**src/rtl/wb_ultrasonido_multi.sv**
```systemverilog
// Wishbone slave driving NCH HC-SR04 class rangers: hardware trigger pulse, echo width
// timing with timeout, latched per-channel results, status/irq, auto re-measure and a LED.
module wb_ultrasonido_multi #(
  parameter int NCH         = 4,
  parameter int TRIG_CYCLES = 500,
  parameter int TIMEOUT     = 135000,
  parameter int HOLDOFF     = 3000000
) (
  input  logic           clk,
  input  logic           reset,
  input  logic           wb_stb_i,
  input  logic           wb_cyc_i,
  input  logic           wb_we_i,
  input  logic [31:0]    wb_adr_i,
  input  logic [3:0]     wb_sel_i,
  input  logic [31:0]    wb_dat_i,
  output logic [31:0]    wb_dat_o,
  output logic           wb_ack_o,
  output logic [NCH-1:0] trig,
  input  logic [NCH-1:0] echo,
  output logic           led,
  output logic           irq
);

  // One counter serves both the trigger pulse and the echo timing, so size it for the longer.
  localparam int CMAX = (TIMEOUT > TRIG_CYCLES) ? TIMEOUT : TRIG_CYCLES;
  localparam int CW   = $clog2(CMAX + 1);
  localparam int HW   = $clog2(HOLDOFF + 1);

  localparam logic [CW-1:0] TRIG_LAST = CW'(TRIG_CYCLES - 1);
  localparam logic [CW-1:0] TMO_LAST  = CW'(TIMEOUT - 1);
  localparam logic [CW-1:0] TMO_MAX   = CW'(TIMEOUT);
  localparam logic [HW-1:0] HOLD_LAST = HW'(HOLDOFF - 1);

  typedef enum logic [2:0] {
    S_IDLE,
    S_TRIG,
    S_WAIT,
    S_MEAS,
    S_DONE
  } state_t;

  state_t        state_q  [NCH];
  state_t        state_d  [NCH];
  logic [CW-1:0] cnt_q    [NCH];
  logic [CW-1:0] cnt_d    [NCH];
  logic [CW-1:0] result_q [NCH];
  logic [CW-1:0] result_d [NCH];
  logic [HW-1:0] hold_q   [NCH];
  logic [HW-1:0] hold_d   [NCH];

  logic [NCH-1:0] pend_tmo_q, pend_tmo_d;
  logic [NCH-1:0] done_q, done_d;
  logic [NCH-1:0] tmo_q, tmo_d;
  logic [NCH-1:0] trig_q, trig_d;
  logic [NCH-1:0] sync_q, echo_q;
  logic [NCH-1:0] busy, start, set_done, set_tmo;

  logic        ack_q, ack_d;
  logic        auto_q, auto_d;
  logic        ie_q, ie_d;
  logic        led_q, led_d;
  logic [31:0] dat_q, dat_d;
  logic [31:0] rdata;

  logic       req, wr, rd;
  logic       ctrl_wr, status_wr, led_wr;
  logic [5:0] word;
  logic       unused_bits;

  // A request is accepted only when no ack is pending, so acks can never be back-to-back.
  assign req       = wb_stb_i & wb_cyc_i & ~ack_q;
  assign wr        = req & wb_we_i;
  assign rd        = req & ~wb_we_i;
  assign word      = wb_adr_i[7:2];
  assign ctrl_wr   = wr && (word == 6'd0);
  assign status_wr = wr && (word == 6'd1);
  assign led_wr    = wr && (word == 6'd2);

  assign unused_bits = ^{wb_sel_i, wb_adr_i[31:8], wb_adr_i[1:0], wb_dat_i};

  always_comb begin
    for (int i = 0; i < NCH; i++) begin
      state_d[i]    = state_q[i];
      cnt_d[i]      = cnt_q[i];
      result_d[i]   = result_q[i];
      hold_d[i]     = '0;
      pend_tmo_d[i] = pend_tmo_q[i];
      set_done[i]   = 1'b0;
      set_tmo[i]    = 1'b0;
      busy[i]       = (state_q[i] != S_IDLE);
      start[i]      = (ctrl_wr && wb_dat_i[i]) ||
                      (auto_q && (state_q[i] == S_IDLE) && (hold_q[i] == HOLD_LAST));

      case (state_q[i])
        S_IDLE: begin
          if (start[i]) begin
            state_d[i]    = S_TRIG;
            cnt_d[i]      = '0;
            pend_tmo_d[i] = 1'b0;
          end else if (auto_q) begin
            hold_d[i] = hold_q[i] + HW'(1);
          end
        end
        S_TRIG: begin
          if (cnt_q[i] == TRIG_LAST) begin
            state_d[i] = S_WAIT;
            cnt_d[i]   = '0;
          end else begin
            cnt_d[i] = cnt_q[i] + CW'(1);
          end
        end
        S_WAIT: begin
          if (echo_q[i]) begin
            state_d[i] = S_MEAS;
            cnt_d[i]   = CW'(1);
          end else if (cnt_q[i] == TMO_LAST) begin
            state_d[i]    = S_DONE;
            cnt_d[i]      = '0;
            pend_tmo_d[i] = 1'b1;
          end else begin
            cnt_d[i] = cnt_q[i] + CW'(1);
          end
        end
        S_MEAS: begin
          // Saturate at TIMEOUT rather than counting past it.
          if (!echo_q[i]) begin
            state_d[i] = S_DONE;
          end else if (cnt_q[i] == TMO_MAX) begin
            state_d[i]    = S_DONE;
            pend_tmo_d[i] = 1'b1;
          end else begin
            cnt_d[i] = cnt_q[i] + CW'(1);
          end
        end
        S_DONE: begin
          result_d[i] = cnt_q[i];
          set_done[i] = 1'b1;
          set_tmo[i]  = pend_tmo_q[i];
          cnt_d[i]    = '0;
          state_d[i]  = S_IDLE;
        end
        default: state_d[i] = S_IDLE;
      endcase

      trig_d[i] = (state_d[i] == S_TRIG);
    end
  end

  always_comb begin
    ack_d  = req;
    auto_d = auto_q;
    ie_d   = ie_q;
    led_d  = led_q;
    done_d = done_q;
    tmo_d  = tmo_q;
    rdata  = '0;

    case (word)
      6'd0:    rdata = {22'd0, ie_q, auto_q, 8'd0};
      6'd1:    rdata = {8'd0, 8'(tmo_q), 8'(done_q), 8'(busy)};
      6'd2:    rdata = {31'd0, led_q};
      default: rdata = '0;
    endcase
    for (int i = 0; i < NCH; i++) begin
      if (word == 6'(4 + i)) rdata = {{(32 - CW){1'b0}}, result_q[i]};
    end
    dat_d = rd ? rdata : 32'd0;

    if (ctrl_wr) begin
      auto_d = wb_dat_i[8];
      ie_d   = wb_dat_i[9];
    end
    if (led_wr) led_d = wb_dat_i[0];
    if (status_wr) begin
      done_d = done_d & ~wb_dat_i[8 +: NCH];
      tmo_d  = tmo_d & ~wb_dat_i[16 +: NCH];
    end
    for (int i = 0; i < NCH; i++) begin
      if (rd && (word == 6'(4 + i))) begin
        done_d[i] = 1'b0;
        tmo_d[i]  = 1'b0;
      end
    end
    // Completion wins over a clear landing in the same cycle.
    done_d = done_d | set_done;
    tmo_d  = tmo_d | set_tmo;
  end

  always_ff @(posedge clk) begin
    if (reset) begin
      for (int i = 0; i < NCH; i++) begin
        state_q[i]  <= S_IDLE;
        cnt_q[i]    <= '0;
        result_q[i] <= '0;
        hold_q[i]   <= '0;
      end
      pend_tmo_q <= '0;
      done_q     <= '0;
      tmo_q      <= '0;
      trig_q     <= '0;
      sync_q     <= '0;
      echo_q     <= '0;
      ack_q      <= 1'b0;
      auto_q     <= 1'b0;
      ie_q       <= 1'b0;
      led_q      <= 1'b0;
      dat_q      <= '0;
    end else begin
      for (int i = 0; i < NCH; i++) begin
        state_q[i]  <= state_d[i];
        cnt_q[i]    <= cnt_d[i];
        result_q[i] <= result_d[i];
        hold_q[i]   <= hold_d[i];
      end
      pend_tmo_q <= pend_tmo_d;
      done_q     <= done_d;
      tmo_q      <= tmo_d;
      trig_q     <= trig_d;
      sync_q     <= echo;
      echo_q     <= sync_q;
      ack_q      <= ack_d;
      auto_q     <= auto_d;
      ie_q       <= ie_d;
      led_q      <= led_d;
      dat_q      <= dat_d;
    end
  end

  assign wb_ack_o = wb_stb_i & wb_cyc_i & ack_q;
  assign wb_dat_o = dat_q;
  assign trig     = trig_q;
  assign led      = led_q;
  assign irq      = ie_q & |(done_q | tmo_q);

endmodule

```
**config.mk**
```make
export PLATFORM = sky130hd
export DESIGN_NAME = wb_ultrasonido_multi
export DESIGN_NICKNAME = d
export VERILOG_FILES = /design/src/rtl/wb_ultrasonido_multi.sv
export SDC_FILE = /design/constraint.sdc
export NUM_CORES = 1
export LEC_CHECK = 0
export ABC_AREA = 1
export CORE_MARGIN = 1.5
export CORE_UTILIZATION = 33
export CTS_BUF_LIST = sky130_fd_sc_hd__clkbuf_8
export DETAILED_ROUTE_END_ITERATION = 16
export SLEW_MARGIN = 20
export SYNTH_ARGS = -nofsm -noshare
export SYNTH_HDL_FRONTEND = slang
export SYNTH_SLANG_ARGS = --single-unit
```
**constraint.sdc**
```tcl
create_clock -name clk -period 2 [get_ports clk]
set_input_delay 0.5 -clock clk [delete_from_list [all_inputs] [get_ports clk]]
set_output_delay 0.5 -clock clk [all_outputs]
set_load 0.05 [all_outputs]
```
==> results of run 1 <==
power by group through the flow:
stage	Sequential (mW)	Combinational [mW]	Clock, mW
after floorplan	5.99	0.273	0
after global placement	5.99	0.470	0
after detailed placement	5.99	0.470	0
after CTS	5.87	0.472	6.01
after global routing	5.87	0.524	6.26
final	5.87	0.484	5.81
critical path: cells and delay by family, from the launching register on:
family	cells	cell delay, ns
and+or+nand+nor	1	0.26
AOI/OAI and AO/OA	1	0.11
buffers and inverters	1	0.17
DFF	1	0.35
cell type report:
cell class	instances	area share
Timing Repair Buffer	237	0.106
Multi-Input combinational cell	1754	0.439
Tap cell	607	0.0388
Inverter	312	0.0607
Clock inverter	28	0.00851
Clock buffer	66	0.0465
Sequential cell	292	0.300
repair_timing:
action,in CTS,in global routing
endpoints found under the setup margin,5,87
cloned,0,1
setup buffers,2,11
pin swaps,3,15
resized for setup,15,79
final timing paths:
check | endpoint | cells past startpoint
setup / recovery | irq | 3
hold / removal | ack_q$_SDFF_PP0_ | 3
setup reg to reg | cnt_q[3][4]$_SDFFE_PP0P_ | 10
hold reg to reg | echo_q[2]$_SDFF_PP0_ | 2
cell usage in the layout, fill, tap and decap left out, drive strengths merged, types with 3 or more instances in the layout:
| cell type | n |
|---|---|
| nand3 | 212 |
| and3 | 3 |
| conb | 12 |
| buf | 210 |
| xnor2 | 7 |
| o21ai | 128 |
| clkinvlp | 3 |
| nor4 | 10 |
| clkdlybuf4s50 | 24 |
| nor3b | 11 |
| clkbuf | 68 |
| clkinv | 10 |
| nor2 | 367 |
| nand3b | 5 |
| dfxtp | 292 |
| a221oi | 5 |
| xor2 | 38 |
| o221ai | 3 |
| nand2 | 560 |
| a21oi | 176 |
| o211ai | 19 |
| or2 | 13 |
| a41oi | 3 |
| nand4 | 89 |
| ha | 12 |
| a22oi | 6 |
| inv | 326 |
| nor3 | 55 |
| a31oi | 12 |
metal layers:
metal | up-vias | part of all wire
li1 | 8332 | -
met1 | 7596 | 0.47
met5 | - | 0
met3 | 91 | 0.059
met4 | 0 | 0.024
met2 | 486 | 0.44
per-stage QoR:
step                 util  cells  area, sq um  total power, mW  TNS [ns]
CTS                 0.410   3284        19200             12.3   -0.0860
finish              0.417   3296        19600             12.2   -0.0251
global placement    0.386   3188        18100             6.46    -58.10
detailed placement  0.386   3188        18100             6.46    -55.07
global route        0.417   3296        19600             12.7    -0.212
floorplan               -   2449        15800             6.26         0
sequential cells by signal, indices dropped and copies added, names as in the netlist:
name        cells
hold_q         88
cnt_q          72
result_q       72
wb_dat_o       20
state_q        12
done_q          4
echo_q          4
pend_tmo_q      4
sync_q          4
tmo_q           4
trig            4
ack_q           1
auto_q          1
ie_q            1
led             1
cells by family (layout without fill, tap and decap cells):
logic type	Yosys count	in the layout	synth area share
and+or+nand+nor	1328	1328	0.369
buffers and inverters	403	643	0.104
AOI/OAI and AO/OA	357	357	0.122
DFF	292	292	0.370
xor gates and xnor gates	45	45	0.0250
adders and majority gates	12	12	0.00951
other	1	12	0.000238
==> metrics, run 1 <==
outcome=complete, but fails checks; violated checks=negative setup slack; RePlAce Congestion=0.921; maximum root-to-sink buffer count=3; switching fraction of total power=0.250; logic gate share of total power=0.040; count of final setup violators=1; Sw Pwr=a little over 3 mW; Clk pin slew, worst setup/hold paths=roughly 0.060 ns; final worst slack=-0.0251 ns; Hold Fails Final Rpt=0; DRC violations left=0; met1 usage=0.267; fin crit share=1.01; TritonRoute pass-1 iters=6; DR WL/cell=approximately 15 um; pre-CTS WS=-0.404 ns; Root Driver=clkbuf_8; IR drop worst, VDD=0.451 mV; GRT overflow=0; RSZ-0062 raised after global routing=yes; Post-Syn Instances=2438; Starting Density=0.337; Post-synth EDFFs=0; yosys warns=0; DIE HEIGHT=222 um; max frequency=494 MHz; Post-DRT Antenna Nets=0; Period minus WS final=between 2 and 2.5 ns; syn_area_per_cell=6.48 sq um; hold path start=wb_stb_i; Clk pwr share=0.478; area of the multi-input gates=8590 sq um; max-cap check violation count=0; nature of the critical path endpoint=output pin; cts hold-fix bufs=0; worst reg2reg setup slack=0.13 ns; r2r startpoint=state_q[3][2]$_SDFF_PP0_; largest net degree at the start of global routing=80; die area=approximately 49000 sq um; max incr delay on CP=0.35 ns; worst-path cell chain=nor4_4, a21oi_2, buf_6; Tot GR Track Use=0.195; critical path class=flip-flop to output pin; Reg area=5870 sq um; number of global-route vias before repair=15400; CTS tree=built; most frequent cell after synthesis=nand2_1; Total Wirelength=48900 um; Int Power=9.12 mW; layout net count=2741; gr busiest metal=met2; Primary FF master, synth=dfxtp_1; Slew Limit Fails=0; Setup crit start kind=flip-flop; Post-synth top cells=551 x nand2_1, 354 x nor2_1, 300 x inv_1, 292 x dfxtp_1, 205 x nand3_1; io pins=116; Clock Sinks=292; Post-Syn Area=about 16000 sq um; DR iter-0 viols=1150; Slew headroom=0.315; Seq pwr share=0.483; ratio of cells with drive above 1 in the final layout=0.157; Req. time, crit path=1.50 ns; CTS H-tree lvls=2; post-synthesis async set-or-reset flop share=0; worst min-delay path category=input port to flip-flop; worst hold slack=~0.22 ns; most area-consuming cells after synthesis=dfxtp_1 37%, nand2_1 13%, nor2_1 8.4%, inv_1 7.1%, nand3_1 6.5%; sequential element share of the synthesized area=0.370; Synth top area share=0.370; Distinct cells, synth=52; DP HPWL=36600 um; core footprint=around 47000 sq um; PD cells=622 nW/um^2; area grow syn2layout=23.8%; crit path from=tmo_q[3]$_SDFF_PP0_; initial antenna violation count=0; Port Buffer Count=53; Avg Vias per Cell=5.01; CP max FO=2; vias=16500; Worst path slowest cell=dfxtp_4; FILL cells=slightly below 5000; Leakage Power=~8.0 nW; clk_lat worst skew=0.65 ns; grt met3 use=0.0327; Core Rows=79; first-pass GRT wire length=78800 um; Worst Clk Skew=approximately 0.026 ns; Yosys reg bits=292; Arr. time, crit path=1.53 ns; Die Wd=222 um; Antenna diodes=0; total CTS buffers=55; Synth area leader=dfxtp_1; Least-Margin Pin Slew=slightly above 1 ns; met2 Track Usage GR=0.309
No activity file was read; power rests on OpenSTA's default activity.
==> run 2, diff against run 1 <==
ABC_AREA = 0   (was 1)
SLEW_MARGIN = unset   (was 20)
==> metrics, run 2 <==
DIE HEIGHT=208 um (was 222 um); most common cell after layout, fill and taps aside=buf_4 (was nand2_1); biggest regs=hold_q: 88 flops, cnt_q: 72 flops, result_q: 72 flops (unchanged); number of global-route vias before repair=14000 (was 15400); worst reg2reg setup slack=-0.58 ns (was 0.13 ns); maximum root-to-sink buffer count=3 (unchanged); DR WL/cell=17.2 um (was 14.8 um); RSZ-0062 raised after global routing=yes (unchanged); PD cells=606 nW/um^2 (was 622 nW/um^2); Setup crit start kind=flip-flop (unchanged); Avg Vias per Cell=5.28 (was 5.01); commonest cells after routing, fill and taps aside=342 x buf_4, 268 x nand2_1, 266 x dfxtp_1 (was 546 x nand2_1, 329 x nor2_1, 311 x inv_1); Starting Density=0.337 (about the same); final worst slack=-0.583 ns (was -0.0251 ns); setup TNS=-34.59 ns (was -0.0251 ns); layout net count=2206 (was 2741); worst min-delay path category=input port to flip-flop (unchanged); Clk pin slew, worst setup/hold paths=0.07 ns (was 0.06 ns); DP HPWL=32100 um (was 36600 um); max frequency=387 MHz (was 494 MHz); outcome=complete, but fails checks (unchanged); Clock Sinks=292 (unchanged); Seq pwr share=0.472 (was 0.483); Post-Syn Area=13900 sq um (was 15800 sq um); max-cap check violation count=0 (unchanged); Crit Reg-Reg Endpoint=cnt_q[0][7]$_SDFFE_PP0P_ (was cnt_q[3][4]$_SDFFE_PP0P_); CP max FO=21 (was 2); critical path class=flip-flop to flip-flop (was flip-flop to output pin); vias=14200 (was 16500); Port Buffer Count=53 (unchanged); Slew headroom=0.505 (was 0.315); Die Wd=208 um (was 222 um); Clk pwr share=0.488 (was 0.478); number of flip-flops in the largest register=88 (unchanged); nature of the critical path endpoint=flip-flop (was output pin); r2r startpoint=hold_q[0][11]$_SDFF_PP0_ (was state_q[3][2]$_SDFF_PP0_); Synth area leader=dfxtp_1 (unchanged); largest net degree at the start of global routing=83 (was 80); sequential element share of the synthesized area=0.422 (was 0.370); initial antenna violation count=1 (was 0); Post-synth top cells=292 x dfxtp_1, 272 x nand2_1, 157 x nor2_1, 156 x a21oi_1, 68 x nand3_1 (was 551 x nand2_1, 354 x nor2_1, 300 x inv_1, 292 x dfxtp_1, 205 x nand3_1); Worst Clk Skew=0.0374 ns (was 0.0260 ns); first-pass GRT wire length=73300 um (was 78800 um); Layout Cells excl Fill=2690 (was 3296); RePlAce Congestion=0.936 (was 0.921); total CTS buffers=52 (was 55); most area-consuming cells after synthesis=dfxtp_1 42%, nand2_1 7.4%, a21oi_1 5.6%, nor2_1 4.3%, xor2_1 2.6% (was dfxtp_1 37%, nand2_1 13%, nor2_1 8.4%, inv_1 7.1%, nand3_1 6.5%); area grow syn2layout=47.3% (was 23.8%); CTS H-tree lvls=2 (unchanged); Int Power=9.40 mW (was 9.12 mW); Post-Syn Instances=1708 (was 2438); Reg2Reg Depth=8 (was 10); ratio of cells with drive above 1 in the final layout=0.346 (was 0.157); area of the multi-input gates=8630 sq um (was 8590 sq um); switching fraction of total power=0.240 (was 0.250); Reg area=5880 sq um (was 5870 sq um); DRC violations left=0 (unchanged); yosys warns=0 (unchanged); Synth top area share=0.422 (was 0.370); Tot GR Track Use=0.209 (was 0.195); Post-synth EDFFs=0 (unchanged); Sw Pwr=2.97 mW (was 3.04 mW); Req. time, crit path=2.57 ns (was 1.50 ns); logic gate share of total power=0.041 (was 0.040); die area=43200 sq um (was 49200 sq um); fin crit share=1.29 (was 1.01); Least-Margin Pin Slew=0.735 ns (was 1.03 ns); IR drop worst, VDD=0.414 mV (was 0.451 mV); count of final setup violators=123 (was 1); Leakage Power=7.43 nW (was 8.04 nW); FILL cells=3877 (was 4974); Core Rows=74 (was 79); Total Wirelength=46100 um (was 48900 um); DR iter-0 viols=999 (was 1150); Hold Fails Final Rpt=0 (unchanged); Arr. time, crit path=3.15 ns (was 1.53 ns); GRT overflow=0 (unchanged); Setup crit end=cnt_q[0][7]$_SDFFE_PP0P_ (was irq); Primary FF master, synth=dfxtp_1 (unchanged); TritonRoute pass-1 iters=7 (was 6); placed insts=2556 (was 3188); crit path from=hold_q[0][11]$_SDFF_PP0_ (was tmo_q[3]$_SDFF_PP0_); Distinct cells, synth=82 (was 52); core footprint=41100 sq um (was 46900 sq um); clk_lat worst skew=0.65 ns (about the same); violated checks=negative setup slack (unchanged); syn_area_per_cell=8.11 sq um (was 6.48 sq um); Post-DRT Antenna Nets=0 (unchanged); post-synthesis async set-or-reset flop share=0 (unchanged); Slew Limit Fails=0 (unchanged); Root Driver=clkbuf_8 (unchanged); Largest Register=hold_q (unchanged); Period minus WS final=2.58 ns (was 2.03 ns); Antenna diodes=0 (unchanged); most frequent cell after synthesis=dfxtp_1 (was nand2_1); CTS tree=built (unchanged); io pins=116 (unchanged); Yosys reg bits=292 (unchanged)
[run 2: cell types whose count changed after synthesis, moves of 36 or more]
cell / previous run / this run
nand4_1: 89 / 31
and3_1: 3 / 45
o31ai_1: 0 / 36
nand2_1: 551 / 272
nand3_1: 205 / 68
or4_1: 0 / 37
o21ai_0: 124 / 57
inv_1: 300 / 40
nor2_1: 354 / 157
[run 2: worst min path at each step]
stage | start | to | slack, ns | cells after the start
4_1_cts | reset | ack_q$_SDFF_PP0_ | 0.1 | 2
5_1_grt | reset | ack_q$_SDFF_PP0_ | 0.10 | 2
3_5_place_dp | sync_q[3]$_SDFF_PP0_ | echo_q[3]$_SDFF_PP0_ | 0.44 | 1
6_report | reset | ack_q$_SDFF_PP0_ | 0.14 | 2
2_1_floorplan | hold_q[1][0]$_SDFF_PP0_ | hold_q[1][0]$_SDFF_PP0_ | 0.41 | 1
3_3_place_gp | sync_q[3]$_SDFF_PP0_ | echo_q[3]$_SDFF_PP0_ | 0.42 | 1
[run 2: metal layers]
metal / wire length, um / share of wire / global-route usage
met1: 20300 / 0.44 / 0.269
met2: 21200 / 0.46 / 0.336
met3: 2780 / 0.060 / 0.0469
met4: 1900 / 0.041 / 0.0941
met5: 13 / 0.00028 / 0
[run 2: final cells by class]
| class | count | area share |
|---|---|---|
| multi-input cells | 1283 | 0.423 |
| clock inverters | 29 | 0.0107 |
| clock buffers | 66 | 0.0445 |
| repair buffers | 446 | 0.193 |
| inverters | 42 | 0.00773 |
| flip-flops and latches | 292 | 0.288 |
| well taps | 532 | 0.0326 |
[run 2: worst max-delay path, stage by stage, from the launching register on]
cell and delay, ns:
dfxtp_2 0.32, or4b_4 0.54, nor4_4 0.26, buf_4 0.18, a32oi_2 0.11, a211o_1 0.31
buf_12 0.16, or4_4 0.50, a21oi_1 0.13
[run 2: power groups by stage]
| stage | Sequential [mW] | Clock (mW) | Combinational [mW] |
|---|---|---|---|
| floorplan | 5.96 | 0 | 0.245 |
| detailed placement | 5.96 | 0 | 0.443 |
| global route | 5.83 | 6.46 | 0.533 |
| CTS | 5.83 | 6.18 | 0.484 |
| finish | 5.83 | 6.03 | 0.504 |
| global placement | 5.96 | 0 | 0.440 |
[run 2: metrics by stage]
step                power (mW)  setup slack [ns]  utilization  hold WS [ns]  instance area [sq um]
floorplan                 6.21            -0.454            -         0.413                  14200
global placement          6.40             -1.16        0.428         0.420                  17600
detailed placement        6.40             -1.21        0.428         0.438                  17600
global route              12.8            -0.683        0.496         0.103                  20400
CTS                       12.5            -0.603        0.482        0.0956                  19800
finish                    12.4            -0.583        0.496         0.138                  20400
[run 2: kinds of logic (layout without fill, tap and decap cells)]
| logic type | after synthesis | in the layout | share of synthesized area |
|---|---|---|---|
| compound gates | 370 | 370 | 0.172 |
| xor+xnor | 80 | 80 | 0.0506 |
| fa+ha+maj | 12 | 12 | 0.0108 |
| buf+inv | 144 | 583 | 0.0441 |
| flops | 292 | 292 | 0.422 |
| mux | 20 | 20 | 0.0153 |
| other cells | 1 | 12 | 0.000271 |
| simple gates | 789 | 789 | 0.285 |
[run 2: what timing repair did]
item                       in CTS  in global routing
pin swaps                      87                 84
hold buffers                    0                  0
gates cloned                   11                  0
setup endpoints to repair     144                146
buffers inserted               32                 12
gates resized for setup       168                172
==> run 3, diff against run 2 <==
SKIP_LAST_GASP = 1   (was unset)
==> metrics, run 3 (same netlist as run 2, synthesis figures left out) <==
outcome=complete, but fails checks (unchanged); violated checks=negative setup slack (unchanged); clk_lat worst skew=0.65 ns (about the same); CTS H-tree lvls=2 (unchanged); hold path start=reset (unchanged); Largest Register=hold_q (unchanged); number of global-route vias before repair=14000 (about the same); Least-Margin Pin Slew=0.720 ns (was 0.735 ns); pre-CTS WS=-1.21 ns (unchanged); CTS tree=built (unchanged); Avg Vias per Cell=5.32 (was 5.28); Clk pin slew, worst setup/hold paths=0.07 ns (about the same); Core Rows=74 (unchanged); Clock Sinks=292 (unchanged); layout net count=2207 (was 2206); Root Driver=clkbuf_8 (unchanged); Worst Clk Skew=0.0392 ns (was 0.0374 ns); area of the multi-input gates=8590 sq um (was 8630 sq um); Setup crit start kind=flip-flop (unchanged); DP HPWL=32100 um (unchanged); CP max FO=21 (unchanged); initial antenna violation count=1 (unchanged); IR drop worst, VDD=0.411 mV (was 0.414 mV); biggest regs=hold_q: 88 flops, cnt_q: 72 flops, result_q: 72 flops (unchanged); Port Buffer Count=53 (unchanged); GRT overflow=0 (unchanged); core footprint=41100 sq um (unchanged); Period minus WS final=2.61 ns (was 2.58 ns); max-cap check violation count=0 (unchanged); DR WL/cell=17.2 um (about the same); critical path class=flip-flop to flip-flop (unchanged); total CTS buffers=52 (unchanged); Tot GR Track Use=0.209 (about the same); Leakage Power=7.42 nW (was 7.43 nW); Slew headroom=0.516 (was 0.505); worst min-delay path category=input port to flip-flop (unchanged); die area=43200 sq um (unchanged); Req. time, crit path=2.57 ns (about the same); Slew Limit Fails=0 (unchanged); r2r startpoint=hold_q[0][11]$_SDFF_PP0_ (unchanged); most common cell after layout, fill and taps aside=buf_4 (unchanged); ratio of cells with drive above 1 in the final layout=0.345 (was 0.346); FILL cells=3885 (was 3877); TritonRoute pass-1 iters=5 (was 7); Reg area=5880 sq um (unchanged); DRC violations left=0 (unchanged); vias=14300 (was 14200); Hold Fails Final Rpt=0 (unchanged); RSZ-0062 raised after global routing=yes (unchanged); largest net degree at the start of global routing=83 (unchanged); area grow syn2layout=46.7% (was 47.3%); max incr delay on CP=0.54 ns (about the same); worst-path cell chain=or4b_4, nor4_4, buf_4, a32oi_2, a211o_1, buf_12, or4_1, a21oi_1 (was or4b_4, nor4_4, buf_4, a32oi_2, a211o_1, buf_12, or4_4, a21oi_1); commonest cells after routing, fill and taps aside=347 x buf_4, 266 x nand2_1, 266 x dfxtp_1 (was 342 x buf_4, 268 x nand2_1, 266 x dfxtp_1); number of flip-flops in the largest register=88 (unchanged); DIE HEIGHT=208 um (unchanged); Total Wirelength=46300 um (was 46100 um); Arr. time, crit path=3.19 ns (was 3.15 ns); maximum root-to-sink buffer count=3 (unchanged); io pins=116 (unchanged); Die Wd=208 um (unchanged); max frequency=382 MHz (was 387 MHz); PD cells=609 nW/um^2 (was 606 nW/um^2); Post-DRT Antenna Nets=0 (unchanged); Layout Utilization=0.494 (was 0.496); Worst path slowest cell=or4b_4 (unchanged); DR iter-0 viols=1075 (was 999); Starting Density=0.337 (unchanged); RePlAce Congestion=0.936 (unchanged); count of final setup violators=125 (was 123); final worst slack=-0.615 ns (was -0.583 ns); first-pass GRT wire length=73200 um (was 73300 um); nature of the critical path endpoint=flip-flop (unchanged); power consumption=12.4 mW (about the same); setup TNS=-36.94 ns (was -34.59 ns); fin crit share=1.31 (was 1.29); crit path from=hold_q[0][11]$_SDFF_PP0_ (unchanged); cts hold-fix bufs=0 (unchanged)
-- run 3: cell types whose count changed in the layout (fill, tap and decap cells not counted), moves of 3 or more --
cell     previous run  this run
o21ai_2            10         6
nor2_1            111       114
buf_6              51        48
buf_4             342       347
o21ai_1             4         8
nor2_4             37        32
-- run 3: repair_timing --
item / CTS / global route
setup endpoints to repair: 144 / 151
pin swaps: 86 / 88
setup buffers: 32 / 13
gates cloned: 11 / 0
gates resized for setup: 152 / 176
-- run 3: report_power, final --
group | switching (mW) | internal, mW
clock network | 2.68 | 3.37
logic | 0.307 | 0.197
registers | 0.00537 | 5.83
total | 2.99 | 9.39
-- run 3: final cells by class --
class,instances,area share
clock buffers,66,0.0447
diodes,1,0.000123
repair buffers,447,0.192
inverters,42,0.00776
flip-flops and latches,292,0.289
multi-input cells,1283,0.422
well taps,532,0.0328
clock inverters,29,0.0107
-- run 3: worst max-delay path, delay by kind of cell, from the launching register on --
family / cells / cell delay (ns)
simple gates: 3 / 1.32
compound gates: 3 / 0.55
buf+inv: 2 / 0.34
flops: 1 / 0.32
-- run 3: path summary, 6_finish.rpt --
kind	to	slack [ns]	depth (start not counted)
worst min-delay path	ack_q$_SDFF_PP0_	0.13	2
worst max-delay path	cnt_q[0][7]$_SDFFE_PP0P_	-0.61	8
worst min register to register	echo_q[3]$_SDFF_PP0_	0.45	1
worst max register to register	cnt_q[0][7]$_SDFFE_PP0P_	-0.61	8
-- run 3: layer usage --
layer	routed length (um)	up-vias	part of all wire	track usage
li1	-	6899	-	-
met4	1910	2	0.041	0.0939
met1	20100	6824	0.43	0.269
met2	21300	473	0.46	0.335
met5	13	-	0.00028	0
met3	3010	122	0.065	0.0469
-- run 3: stage by stage --
stage / std cells / cell area, sq um / hold WS (ns)
after CTS: 2689 / 19800 / 0.0956
after global placement: 2556 / 17600 / 0.420
after detailed placement: 2556 / 17600 / 0.438
after floorplan: 1719 / 14200 / 0.413
final: 2692 / 20300 / 0.131
after global routing: 2691 / 20300 / 0.103
